$ cat config.mk
export PLATFORM = sky130hd
export DESIGN_NAME = gvt_controller
export DESIGN_NICKNAME = d
export VERILOG_FILES = /design/src/rtl/gvt_controller.sv
export SDC_FILE = /design/constraint.sdc
export NUM_CORES = 1
export LEC_CHECK = 0
export ABC_AREA = 1
export BUFFER_PORTS_ARGS = -buffer_cell sky130_fd_sc_hd__buf_2
export CAP_MARGIN = 10
export CORE_MARGIN = 1.5
export CORE_UTILIZATION = 55
export DETAILED_ROUTE_END_ITERATION = 16
export MAX_ROUTING_LAYER = met4
export PLACE_DENSITY = 0.86
export SLEW_MARGIN = 10
export SYNTH_ARGS = -nofsm -noshare
export SYNTH_HDL_FRONTEND = slang
export SYNTH_SLANG_ARGS = --single-unit
$ cat constraint.sdc
create_clock -name clk -period 10.9 [get_ports clk]
set_input_delay 1.635 -clock clk [delete_from_list [all_inputs] [get_ports clk]]
set_output_delay 1.635 -clock clk [all_outputs]
set_load 0.05 [all_outputs]
$ cat src/rtl/gvt_controller.sv
// Epoch-driven GVT sequencer: drains dispatch, snapshots core/queue timestamps, min-reduces, publishes.
// Define GVT_FOSSIL_EN to include the fossil-collection request path (FOSSIL state, last_fc, fc_req/fc_time).
module gvt_controller #(
  parameter int unsigned NUM_CORE = 4,
  parameter int unsigned TIME_WID = 16,
  parameter int unsigned EPOCH    = 64,
  parameter int unsigned FC_DELTA = 256
) (
  input  logic                         clk,
  input  logic                         rst,
  input  logic [NUM_CORE-1:0]          core_start,
  input  logic [TIME_WID*NUM_CORE-1:0] core_time,
  input  logic [NUM_CORE-1:0]          core_done,
  input  logic [TIME_WID-1:0]          next_event,
  input  logic                         queue_empty,
  input  logic                         dispatch_busy,
  output logic                         dispatch_hold,
  output logic [TIME_WID-1:0]          gvt,
  output logic                         gvt_vld,
  output logic                         gvt_err,
  output logic                         fc_req,
  output logic [TIME_WID-1:0]          fc_time,
  input  logic                         fc_ack
);

  localparam int unsigned LVL  = $clog2(NUM_CORE + 1);
  localparam int unsigned LEAF = 1 << LVL;
  localparam int unsigned NODE = 2 * LEAF - 1;
  localparam int unsigned EW   = $clog2(EPOCH);
  localparam int unsigned RW   = $clog2(LVL) + 1;

  typedef enum logic [2:0] {IDLE, DRAIN, SNAP, REDUCE, PUBLISH, FOSSIL} state_t;

  state_t               state, state_nx;
  logic [EW-1:0]        epoch_cnt;
  logic [RW-1:0]        red_cnt;
  logic [NUM_CORE-1:0]  act_vld;
  logic [TIME_WID-1:0]  act_time [NUM_CORE];
  logic                 node_vld  [NODE];
  logic [TIME_WID-1:0]  node_time [NODE];
  logic                 gvt_adv;
  logic                 fc_due;

  always_ff @(posedge clk or posedge rst) begin
    if (rst) state <= IDLE;
    else     state <= state_nx;
  end

  // The DRAIN cycle itself is epoch cycle EPOCH-1, so IDLE leaves one count early.
  always_ff @(posedge clk or posedge rst) begin
    if (rst) begin
      epoch_cnt <= '0;
      red_cnt   <= '0;
    end else begin
      epoch_cnt <= (state == IDLE)   ? epoch_cnt + 1'b1 : '0;
      red_cnt   <= (state == REDUCE) ? red_cnt + 1'b1   : '0;
    end
  end

  always_ff @(posedge clk or posedge rst) begin
    if (rst) begin
      act_vld <= '0;
      for (int unsigned i = 0; i < NUM_CORE; i++) act_time[i] <= '0;
    end else begin
      for (int unsigned i = 0; i < NUM_CORE; i++) begin
        if (core_start[i]) begin
          act_vld[i]  <= 1'b1;
          act_time[i] <= core_time[i*TIME_WID +: TIME_WID];
        end else if (core_done[i]) begin
          act_vld[i]  <= 1'b0;
        end
      end
    end
  end

  // Heap-ordered min tree: leaves at LEAF-1.., every internal node registered, root at 0.
  always_ff @(posedge clk or posedge rst) begin
    if (rst) begin
      for (int unsigned n = 0; n < NODE; n++) begin
        node_vld[n]  <= 1'b0;
        node_time[n] <= '0;
      end
    end else begin
      for (int unsigned n = 0; n < LEAF - 1; n++) begin
        node_vld[n]  <= node_vld[2*n+1] | node_vld[2*n+2];
        node_time[n] <= (node_vld[2*n+1] &&
                         (!node_vld[2*n+2] || node_time[2*n+1] <= node_time[2*n+2]))
                        ? node_time[2*n+1] : node_time[2*n+2];
      end
      if (state == SNAP) begin
        for (int unsigned k = 0; k < NUM_CORE; k++) begin
          node_vld[LEAF-1+k]  <= act_vld[k];
          node_time[LEAF-1+k] <= act_time[k];
        end
        node_vld[LEAF-1+NUM_CORE]  <= ~queue_empty;
        node_time[LEAF-1+NUM_CORE] <= next_event;
      end
    end
  end

  assign gvt_adv = node_vld[0] && (node_time[0] >= gvt);

  always_ff @(posedge clk or posedge rst) begin
    if (rst) begin
      gvt     <= '0;
      gvt_vld <= 1'b0;
      gvt_err <= 1'b0;
    end else begin
      gvt_vld <= 1'b0;
      if (state == PUBLISH) begin
        if (gvt_adv) begin
          gvt     <= node_time[0];
          gvt_vld <= 1'b1;
        end else if (node_vld[0]) begin
          gvt_err <= 1'b1;
        end
      end
    end
  end

`ifdef GVT_FOSSIL_EN
  logic [TIME_WID-1:0] last_fc;
  logic [TIME_WID-1:0] gvt_nx;

  // Decided in PUBLISH, so it must see the value gvt is about to take.
  assign gvt_nx = gvt_adv ? node_time[0] : gvt;
  assign fc_due = (gvt_nx - last_fc) >= TIME_WID'(FC_DELTA);

  always_ff @(posedge clk or posedge rst) begin
    if (rst)                          last_fc <= '0;
    else if (state == FOSSIL && fc_ack) last_fc <= gvt;
  end
`else
  localparam int unsigned FC_DELTA_UNUSED = FC_DELTA;
  logic fc_ack_unused;
  assign fc_ack_unused = fc_ack;
  assign fc_due        = 1'b0;
`endif

  always_comb begin
    state_nx = state;
    unique case (state)
      IDLE:    if (epoch_cnt == EW'(EPOCH - 2)) state_nx = DRAIN;
      DRAIN:   if (!dispatch_busy) state_nx = SNAP;
      SNAP:    state_nx = REDUCE;
      REDUCE:  if (red_cnt == RW'(LVL - 1)) state_nx = PUBLISH;
      PUBLISH: state_nx = fc_due ? FOSSIL : IDLE;
`ifdef GVT_FOSSIL_EN
      FOSSIL:  if (fc_ack) state_nx = IDLE;
`else
      FOSSIL:  state_nx = IDLE;
`endif
      default: state_nx = IDLE;
    endcase
  end

  always_comb begin
    dispatch_hold = (state == DRAIN) || (state == SNAP);
    fc_req        = 1'b0;
    fc_time       = '0;
`ifdef GVT_FOSSIL_EN
    if (state == FOSSIL) begin
      fc_req  = 1'b1;
      fc_time = gvt;
    end
`endif
  end

endmodule

==> results of run 1 <==
## cells in the mapped netlist, types with 4 or more instances
library cell | number | share of area (%)
ha_1 | 84 | 8.2
nor2_2 | 9 | 0.44
dfrtp_1 | 284 | 55
nand3_1 | 91 | 3.5
or2_2 | 4 | 0.19
o21a_1 | 4 | 0.23
a21o_1 | 5 | 0.29
clkbuf_1 | 23 | 0.67
nand2_1 | 405 | 12
o21ai_0 | 141 | 5.5
nand4_1 | 4 | 0.19
mux2_2 | 16 | 1.4
o21bai_1 | 4 | 0.23
nor2_1 | 25 | 0.73
nand2_4 | 9 | 0.79
a21oi_1 | 35 | 1.4
buf_6 | 8 | 0.70
inv_1 | 201 | 5.9
buf_2 | 15 | 0.58
buf_4 | 19 | 1.1
## metal layers
layer  vias to the layer above  part of all wire [%]  global-route usage (%)  wire, um
met5                         -                     0                       -         0
met4                         0                   2.6                    6.08       623
met3                        51                   4.3                    2.36      1020
met2                       215                    49                    35.7     11700
met1                      4247                    44                    27.0     10500
li1                       4540                     -                       -         -
## worst max-delay path, delay by kind of cell, from the launching register on
family,cells,cell delay (ps)
buffers and inverters,1,280
DFF,1,440
and+or+nand+nor,3,760
## stage by stage
step	cells	total power [W]	setup slack [ps]
after floorplan	1415	0.00120	1430
after global placement	1774	0.00123	7430
after detailed placement	1774	0.00124	7390
after CTS	1823	0.00216	7210
after global routing	1823	0.00222	7140
final	1823	0.00214	7240
## logic make-up (layout without fill, tap and decap cells)
family / Yosys count / in the layout
AND/OR/NAND/NOR: 553 / 553
buffers and inverters: 267 / 362
AO/OA/AOI/OAI: 192 / 192
XOR/XNOR: 1 / 1
other: 2 / 18
flip-flops: 284 / 284
multiplexers: 16 / 16
adder cells (fa/ha/maj): 84 / 84
## power by group through the flow
stage | registers [W] | clock network [W] | logic (W)
2_1_floorplan | 0.00112 | 0 | 0.0000845
3_3_place_gp | 0.00112 | 0 | 0.000109
3_5_place_dp | 0.00112 | 0 | 0.000114
4_1_cts | 0.00110 | 0.000940 | 0.000116
5_1_grt | 0.00111 | 0.000985 | 0.000132
6_report | 0.00110 | 0.000926 | 0.000113
## state kept, by name, indices dropped and copies added, names as in the netlist
signal	flops
gvt_vld	1
act_vld	4
act_time	64
state	3
gvt_err	1
node_vld	10
epoch_cnt	6
node_time	176
red_cnt	3
gvt	16
## path summary, 6_finish.rpt
check	from	endpoint	cells after the start
min in group asynchronous	rst	node_time[50]	2
setup reg to reg	state[0]	node_time[63]	4
max in group asynchronous	rst	node_time[101]	3
hold reg to reg	node_time[51]	node_time[147]	0
hold / removal	node_time[51]	node_time[147]	0
setup / recovery	state[0]	dispatch_hold	4
## final cells by class
class                   instances  area (um2)  area share [%]
repair buffers                112         568            3.95
inverters                     201         762            5.30
flip-flops and latches        284        7110            49.5
well taps                     313         392            2.73
clock inverters                 5        56.3           0.392
clock buffers                  44         832            5.79
multi-input cells             864        4650            32.4
==> out/qor.csv, run 1 <==
metric,value,unit
synth_ff_type,dfrtp_1,
critPathKind,reg -> out,
final_max_slew_viol_count,0,
end_kind,primary output,
rsz0062_at_grt,no,
post_cts_resized,0,
regToRegSetupSlack,8590,ps
first_pass_iters,5,
grt_overflow_total,0,
place_area,0.0135,mm2
pwr-share-clk,43.2,%
area_growth,11.8,%
final_common_cell,nand2_1,
netlist_instances,1399,
io_pins,129,
final_cell_mix,"nand2_1, dfrtp_1, inv_1",
status,finished clean,
synthMuxAreaShare,1.40,%
synth_warnings,51,
drtIter0Drc,569,
holdWs,368,ps
finalSetupTns,0,ps
clk_latency,540,ps
worstPathMaxFanout,45,
fp-row-count,55,
synth-async-reset-ratio,100,%
cts.sinks,284,
synth_top_family_by_area,simple AND/OR/NAND/NOR gates,
dieArea,0.0243,mm2
start_kind,flop,
yosys.area_share.simple,18.2,%
setup_violations,0,
skew,8.51,ps
seq_power_share,51.5,%
cp.arrival,2020,ps
start_util,56.4,%
wire_per_inst,13.1,um
grt_use_total,21.1,%
crit_required,9270,ps
vias,9053,
netlist_area,0.0128,mm2
drc_errors,0,
switching_share,22.1,%
antenna_found_initial,0,
cp_slowest_cell,dfrtp_1,
holdBufCountCts,0,
routed_wl,23900,um
ant_nets,0,
routabilityCongestion,0.875,
drive_gt1_share,13.0,%
power.switching,0.000474,W
dp_hpwl,16800,um
ys_ff_latch,284,
leakage,7.74,nW
port_buffers,109,
synth_adder_area_share,8.18,%
p_int,0.00167,W
worstMarginPinSlew,987,ps
num-fill-cells,1787,
antenna_cells,0,
synth_edf_count,0,
cts_setup_buffers,0,
peakVddDrop,0.113,mV
clockBufferDepth,3,
avgSynthCellArea,9.18,um2
grt_pass1_wl,40800,um
die_w,156,um
tritoncts,done,
fp.dieH,156,um
hold_class,reg -> reg,
synth-xor-area-share,0.0682,%
final_core_util,63.1,%
cap_violations,0,
powerDensity,149,mW/mm2
post-route-min-period,3660,ps
design_area,0.0144,mm2
share_comb_of_total_power,5.3,%
slowest_delay,440,ps
path_cells,"nor2_2, nand2_4, nand2_1, buf_2",
routed_via_density,4.97,
nNetsFinal,1668,
htreeDepth,1,
clk_pin_slew,60,ps
hold_viol_final,0,
fmax,273,MHz
grt_max_degree,134,
finalCritPeriodShare,33.6,%
cts-root-buf,clkbuf_16,
grt_pass1_vias,8725,
relSlewSlack,34.2,%
seq_area_frac_synth,55.3,%
synth_compound_area_share,7.80,%
synth_cell_type_count,30,
core,0.0228,mm2
numCtsBuffers,28,
(Power assumes the default switching activity.)
==> run 2: changes to the inputs <==
==> constraint.sdc (replaced) <==
create_clock -name clk -period 3.6 [get_ports clk]
set_input_delay 0.54 -clock clk [delete_from_list [all_inputs] [get_ports clk]]
set_output_delay 0.54 -clock clk [all_outputs]
set_load 0.05 [all_outputs]
==> run 2 against run 1 <==
  * Highest routed layer unchanged
  * Worst setup slack worse by 6300 ps
  * Non-clock buffer count rose by 2
  * Hold slack got worse by 210 ps
  * Largest power group unchanged
  * Wire length is 2.9% higher
  * Critical endpoint unchanged
==> out/qor.csv, run 2 (synthesized netlist as in run 1, its figures left out) <==
metric,value,unit,change
antenna_found_initial,0,,unchanged
drive_gt1_share,13.7,%,was 13.0%
cts-root-buf,clkbuf_16,,unchanged
holdWs,157,ps,was 368 ps
p_int,0.00531,W,was 0.00167 W
grt_use_total,22.1,%,was 21.1%
cts.sinks,284,,unchanged
grt_pass1_vias,9272,,was 8725
worstMarginPinSlew,725,ps,was 987 ps
grt_overflow_total,0,,unchanged
fmax,378,MHz,
holdBufCountCts,0,,unchanged
met3_usage,2.83,%,was 2.36%
finalSetupTns,0,ps,unchanged
largest_reg_flops,176,,unchanged
clk_pin_slew,60,ps,about the same
start_util,56.4,%,unchanged
routed_via_density,4.98,,was 4.97
dieArea,0.0243,mm2,unchanged
drc_errors,0,,unchanged
cap_violations,0,,unchanged
final_cell_mix,"nand2_1, dfrtp_1, inv_1",,unchanged
grt_pass1_wl,42400,um,was 40800 um
setup_violations,0,,unchanged
num-fill-cells,1757,,was 1787
die_w,156,um,unchanged
final_max_slew_viol_count,0,,unchanged
power.switching,0.00152,W,was 0.000474 W
start_kind,flop,,unchanged
clockBufferDepth,3,,unchanged
peakVddDrop,0.381,mV,was 0.113 mV
skew,14.5,ps,was 8.51 ps
area_growth,13.2,%,was 11.8%
htreeDepth,1,,unchanged
final_common_cell,nand2_1,,unchanged
multi_input_area,0.00465,mm2,unchanged
regMostFlops,node_time,,unchanged
post-route-min-period,2650,ps,
use_met2,37.8,%,was 35.7%
seq_power_share,48.9,%,was 51.5%
port_buffers,109,,unchanged
numCtsBuffers,30,,was 28
post_cts_resized,0,,unchanged
hold_class,in -> reg,,was reg -> reg
leakage,7.82,nW,was 7.74 nW
worstPathMaxFanout,62,,was 45
tritoncts,done,,unchanged
ant_nets,0,,unchanged
critPathKind,reg -> out,,unchanged
grt_max_degree,110,,was 134
share_comb_of_total_power,5.1,%,was 5.3%
fp.dieH,156,um,unchanged
routabilityCongestion,0.885,,was 0.875
cts_setup_buffers,0,,unchanged
use_met1,26.9,%,was 27.0%
finalCritPeriodShare,73.5,%,
switching_share,22.2,%,was 22.1%
vias,9112,,was 9053
powerDensity,469,mW/mm2,was 149 mW/mm2
drtIter0Drc,621,,was 569
crit_required,3060,ps,was 9270 ps
core,0.0228,mm2,unchanged
clk_latency,560,ps,was 540 ps
fp-row-count,55,,unchanged
antenna_cells,0,,unchanged
io_pins,129,,unchanged
busiest_layer,met2,,unchanged
hold_viol_final,0,,unchanged
dp_hpwl,16900,um,was 16800 um
rsz0062_at_grt,no,,unchanged
wire_per_inst,13.4,um,was 13.1 um
routed_wl,24500,um,was 23900 um
status,finished clean,,unchanged
end_kind,primary output,,unchanged
pwr-share-clk,46.0,%,was 43.2%
relSlewSlack,51.6,%,was 34.2%
reg_top3,"node_time x176, act_time x64, gvt x16",,unchanged
cp.arrival,2110,ps,was 2020 ps
nNetsFinal,1672,,was 1668
seq_area,0.00711,mm2,unchanged
first_pass_iters,5,,unchanged
-- run 2: area by class of cell --
| cell class | instances | share of cell area, % |
|---|---|---|
| clock buffer | 39 | 5.67 |
| clock inverter | 14 | 1.42 |
| inverter | 201 | 5.21 |
| multi-input combinational | 864 | 32.0 |
| sequential | 284 | 48.9 |
| tap | 313 | 2.69 |
| timing repair buffer | 114 | 4.18 |
-- run 2: worst paths after layout --
check / startpoint / endpoint / slack (ps) / cells past startpoint
worst max-delay path: state[0] / dispatch_hold / 950 / 4
worst min-delay path: core_done[2] / act_vld[2] / 160 / 2
worst max register to register: node_time[111] / node_time[177] / 1510 / 10
worst min register to register: node_time[59] / node_time[155] / 370 / 0
max in group asynchronous: rst / node_time[86] / 2580 / 4
min in group asynchronous: rst / act_time[4] / 180 / 3
-- run 2: power groups by stage --
stage	Combinational [W]	Sequential (W)	Clock [W]
global route	0.000407	0.00335	0.00334
finish	0.000351	0.00334	0.00314
global placement	0.000337	0.00339	0
detailed placement	0.000352	0.00340	0
CTS	0.000358	0.00334	0.00320
floorplan	0.000256	0.00338	0
-- run 2: stage by stage --
step	utilization, %	cells	total power (W)	cell area, um2	setup WS, ps
after global placement	59.3	1776	0.00373	13500	1540
after floorplan	-	1415	0.00364	12900	-703
after global routing	63.9	1829	0.00709	14500	800
final	63.9	1829	0.00683	14500	954
after CTS	63.9	1829	0.00689	14500	906
after detailed placement	59.3	1776	0.00375	13500	1490
-- run 2: routing by layer --
metal / wire length, um / share of wire (%) / vias up
met5: 0 / 0 / -
met1: 10500 / 43 / 4250
met2: 12100 / 49 / 243
li1: - / - / 4545
met4: 948 / 3.9 / 0
met3: 954 / 3.9 / 74
-- run 2: worst max-delay path, cell delays in order, from the launching register on --
cell and delay (ps):
dfrtp_1 440, nor2_2 230, nand2_4 380, nand2_1 220, buf_2 290
==> run 3: changes to the inputs <==
--- a/config.mk
+++ b/config.mk
@@ -5,14 +5,14 @@
 export SDC_FILE = /design/constraint.sdc
 export NUM_CORES = 1
 export LEC_CHECK = 0
-export ABC_AREA = 1
+export ABC_AREA = 0
 export BUFFER_PORTS_ARGS = -buffer_cell sky130_fd_sc_hd__buf_2
 export CAP_MARGIN = 10
 export CORE_MARGIN = 1.5
-export CORE_UTILIZATION = 55
+export CORE_UTILIZATION = 53
 export DETAILED_ROUTE_END_ITERATION = 16
 export MAX_ROUTING_LAYER = met4
-export PLACE_DENSITY = 0.86
+export PLACE_DENSITY = 0.87
 export SLEW_MARGIN = 10
 export SYNTH_ARGS = -nofsm -noshare
 export SYNTH_HDL_FRONTEND = slang
==> constraint.sdc (replaced) <==
create_clock -name clk -period 2.4 [get_ports clk]
set_input_delay 0.36 -clock clk [delete_from_list [all_inputs] [get_ports clk]]
set_output_delay 0.36 -clock clk [all_outputs]
set_load 0.05 [all_outputs]
==> run 3 against run 2 <==
  * Global-route usage fell by 0.97 points
  * Final area rose by 1.5%
  * Core utilization rose by 0.75 points
  * Die area rose by 0.55%
  * Non-clock buffer count rose by 49
  * Wire length fell by 1.6%
  * Critical endpoint is now gvt[11]
==> out/qor.csv, run 3 <==
metric,value,unit,change
status,finished clean,,unchanged
htreeDepth,1,,unchanged
die_w,156,um,about the same
io_pins,129,,unchanged
drive_gt1_share,37.6,%,was 13.7%
slowest_delay,410,ps,was 440 ps
stdcell_count,1452,,was 1829
start_util,54.5,%,was 56.4%
fp.dieH,156,um,about the same
design_area,0.0148,mm2,was 0.0145 mm2
cap_violations,0,,unchanged
peakVddDrop,0.832,mV,was 0.381 mV
final_core_util,64.6,%,was 63.9%
drc_errors,0,,unchanged
routabilityCongestion,0.850,,was 0.885
fp-row-count,55,,unchanged
relSlewSlack,58.4,%,was 51.6%
antenna_found_initial,0,,unchanged
synth_edf_count,0,,unchanged
path_cells,"inv_1, ha_1, nand2_1, nor4_4, o311ai_4, a31oi_4, buf_12, mux2_2",,"was nor2_2, nand2_4, nand2_1, buf_2"
regMostFlops,node_time,,unchanged
numCtsBuffers,29,,was 30
start_kind,flop,,unchanged
synthTopCellsByArea,"dfrtp_1, mux2_2, ha_1",,"was dfrtp_1, nand2_1, ha_1"
crit_required,2810,ps,was 3060 ps
post-route-min-period,2360,ps,
end_kind,flop,,was primary output
path_buf_inv,2,,was 1
tritoncts,done,,unchanged
cp_slowest_cell,nor4_4,,was dfrtp_1
reg_top3,"node_time x176, act_time x64, gvt x16",,unchanged
first_pass_iters,4,,was 5
netlist_area,0.0124,mm2,was 0.0128 mm2
leakage,6.94,nW,was 7.82 nW
finalCritPeriodShare,98.5,%,
largest_reg_flops,176,,unchanged
grt_overflow_total,0,,unchanged
cts.sinks,284,,unchanged
vias,7687,,was 9112
synth_cell_type_count,49,,was 30
port_buffers,109,,unchanged
hold_viol_final,0,,unchanged
setup_violations,0,,unchanged
dp_hpwl,17000,um,was 16900 um
nNetsFinal,1294,,was 1672
avgSynthCellArea,13.0,um2,was 9.18 um2
yosysMostFrequentCell,dfrtp_1,,was nand2_1
hold_class,in -> reg,,unchanged
synth_warnings,51,,unchanged
clk_latency,550,ps,was 560 ps
seq_area_frac_synth,57.1,%,was 55.3%
routed_via_density,5.29,,was 4.98
worstMarginPinSlew,624,ps,was 725 ps
antenna_cells,0,,unchanged
grt_use_total,21.1,%,was 22.1%
cp.arrival,2770,ps,was 2110 ps
power.switching,0.00730,W,was 0.00152 W
final_cell_mix,"dfrtp_1, mux2_2, buf_2",,"was nand2_1, dfrtp_1, inv_1"
synth.top_cell.area_share,57.1,%,was 55.3%
ant_nets,0,,unchanged
cts-root-buf,clkbuf_16,,unchanged
clockBufferDepth,3,,unchanged
grt_max_degree,117,,was 110
synthTopCellsByCount,"dfrtp_1, mux2_2, inv_1",,"was nand2_1, dfrtp_1, inv_1"
pwr-share-clk,22.0,%,was 46.0%
wire_per_inst,16.6,um,was 13.4 um
critPathKind,reg -> reg,,was reg -> out
skew,28.0,ps,was 14.5 ps
powerDensity,1420,mW/mm2,was 469 mW/mm2
switching_share,34.8,%,was 22.2%
core,0.0228,mm2,about the same
ys_ff_latch,284,,unchanged
place_area,0.0136,mm2,was 0.0135 mm2
synth-async-reset-ratio,100,%,unchanged
worstPathMaxFanout,15,,was 62
share_comb_of_total_power,40.8,%,was 5.1%
crit_family,simple AND/OR/NAND/NOR gates,,unchanged
area_growth,18.6,%,was 13.2%
dieArea,0.0244,mm2,was 0.0243 mm2
yosysTopAreaCell,dfrtp_1,,unchanged
p_int,0.0137,W,was 0.00531 W
final_common_cell,dfrtp_1,,was nand2_1
grt_pass1_vias,8133,,was 9272
final_max_slew_viol_count,0,,unchanged
fmax,423,MHz,
synth_ff_type,dfrtp_1,,unchanged
grt_pass1_wl,39900,um,was 42400 um
holdWs,39.2,ps,was 157 ps
dp.cells,1393,,was 1776
seq_power_share,37.2,%,was 48.9%
routed_wl,24200,um,was 24500 um
netlist_instances,954,,was 1399
drtIter0Drc,310,,was 621
clk_pin_slew,60,ps,about the same
run 3: per-layer routing:
layer | GRT usage [%] | part of all wire [%] | up-vias
met5 | - | 0 | -
met4 | 6.30 | 3.1 | 0
met3 | 2.82 | 3.3 | 64
met2 | 35.4 | 51 | 171
met1 | 27.0 | 43 | 3875
li1 | - | - | 3577
run 3: cell type report:
class | count | area (um2)
Clock buffer | 36 | 802
Sequential cell | 284 | 7110
Timing Repair Buffer | 163 | 1050
Inverter | 89 | 338
Fill cell | 1620 | 8090
Tap cell | 313 | 392
Clock inverter | 17 | 194
Multi-Input combinational cell | 550 | 4880
run 3: repair_timing:
item,in CTS,in global routing
buffers inserted,3,2
hold buffers,1,0
pin swaps,1,5
endpoints found under the hold margin,11,0
setup endpoints to repair,30,74
gates resized for setup,2,13
run 3: logic make-up (layout without fill, tap and decap cells):
logic type	count (synthesis)	after routing	synth area share (%)
compound gates	106	106	5.46
xor+xnor	6	6	0.422
fa+ha+maj	84	84	8.44
buf+inv	136	305	4.93
flops	284	284	57.1
mux	196	196	18.0
other cells	2	18	0.0603
simple gates	140	140	5.56
run 3: power by group through the flow:
stage          Sequential, W  Clock [W]  Combinational, W
6_report             0.00781    0.00461           0.00855
5_1_grt              0.00801    0.00488           0.00950
4_1_cts              0.00780    0.00470           0.00836
3_5_place_dp         0.00785          0           0.00809
3_3_place_gp         0.00772          0           0.00778
2_1_floorplan        0.00778          0           0.00579
run 3: final timing paths:
| path | cells past startpoint | slack [ps] | end | startpoint |
|---|---|---|---|---|
| worst max-delay path | 8 | 40 | gvt[11] | gvt[13] |
| worst max register to register | 8 | 40 | gvt[11] | gvt[13] |
| min in group asynchronous | 3 | 350 | act_time[1] | rst |
| worst min-delay path | 2 | 40 | act_time[8] | core_time[56] |
| max in group asynchronous | 4 | 1140 | node_time[95] | rst |
| worst min register to register | 0 | 370 | node_time[146] | node_time[50] |
run 3: worst register-to-register path: cells and delay by family (launching register included):
kind | cells | cell delay (ps)
fa+ha+maj | 1 | 310
flops | 1 | 370
buf+inv | 2 | 240
mux | 1 | 350
compound gates | 2 | 480
simple gates | 2 | 520
run 3: per-stage QoR:
stage	power [W]	setup TNS [ps]	setup WS (ps)
2_1_floorplan	0.0136	-491020	-1720
3_3_place_gp	0.0155	-5830	-409
3_5_place_dp	0.0159	-7670	-523
4_1_cts	0.0209	0	28.3
5_1_grt	0.0224	-948	-74.8
6_report	0.0210	0	35.8
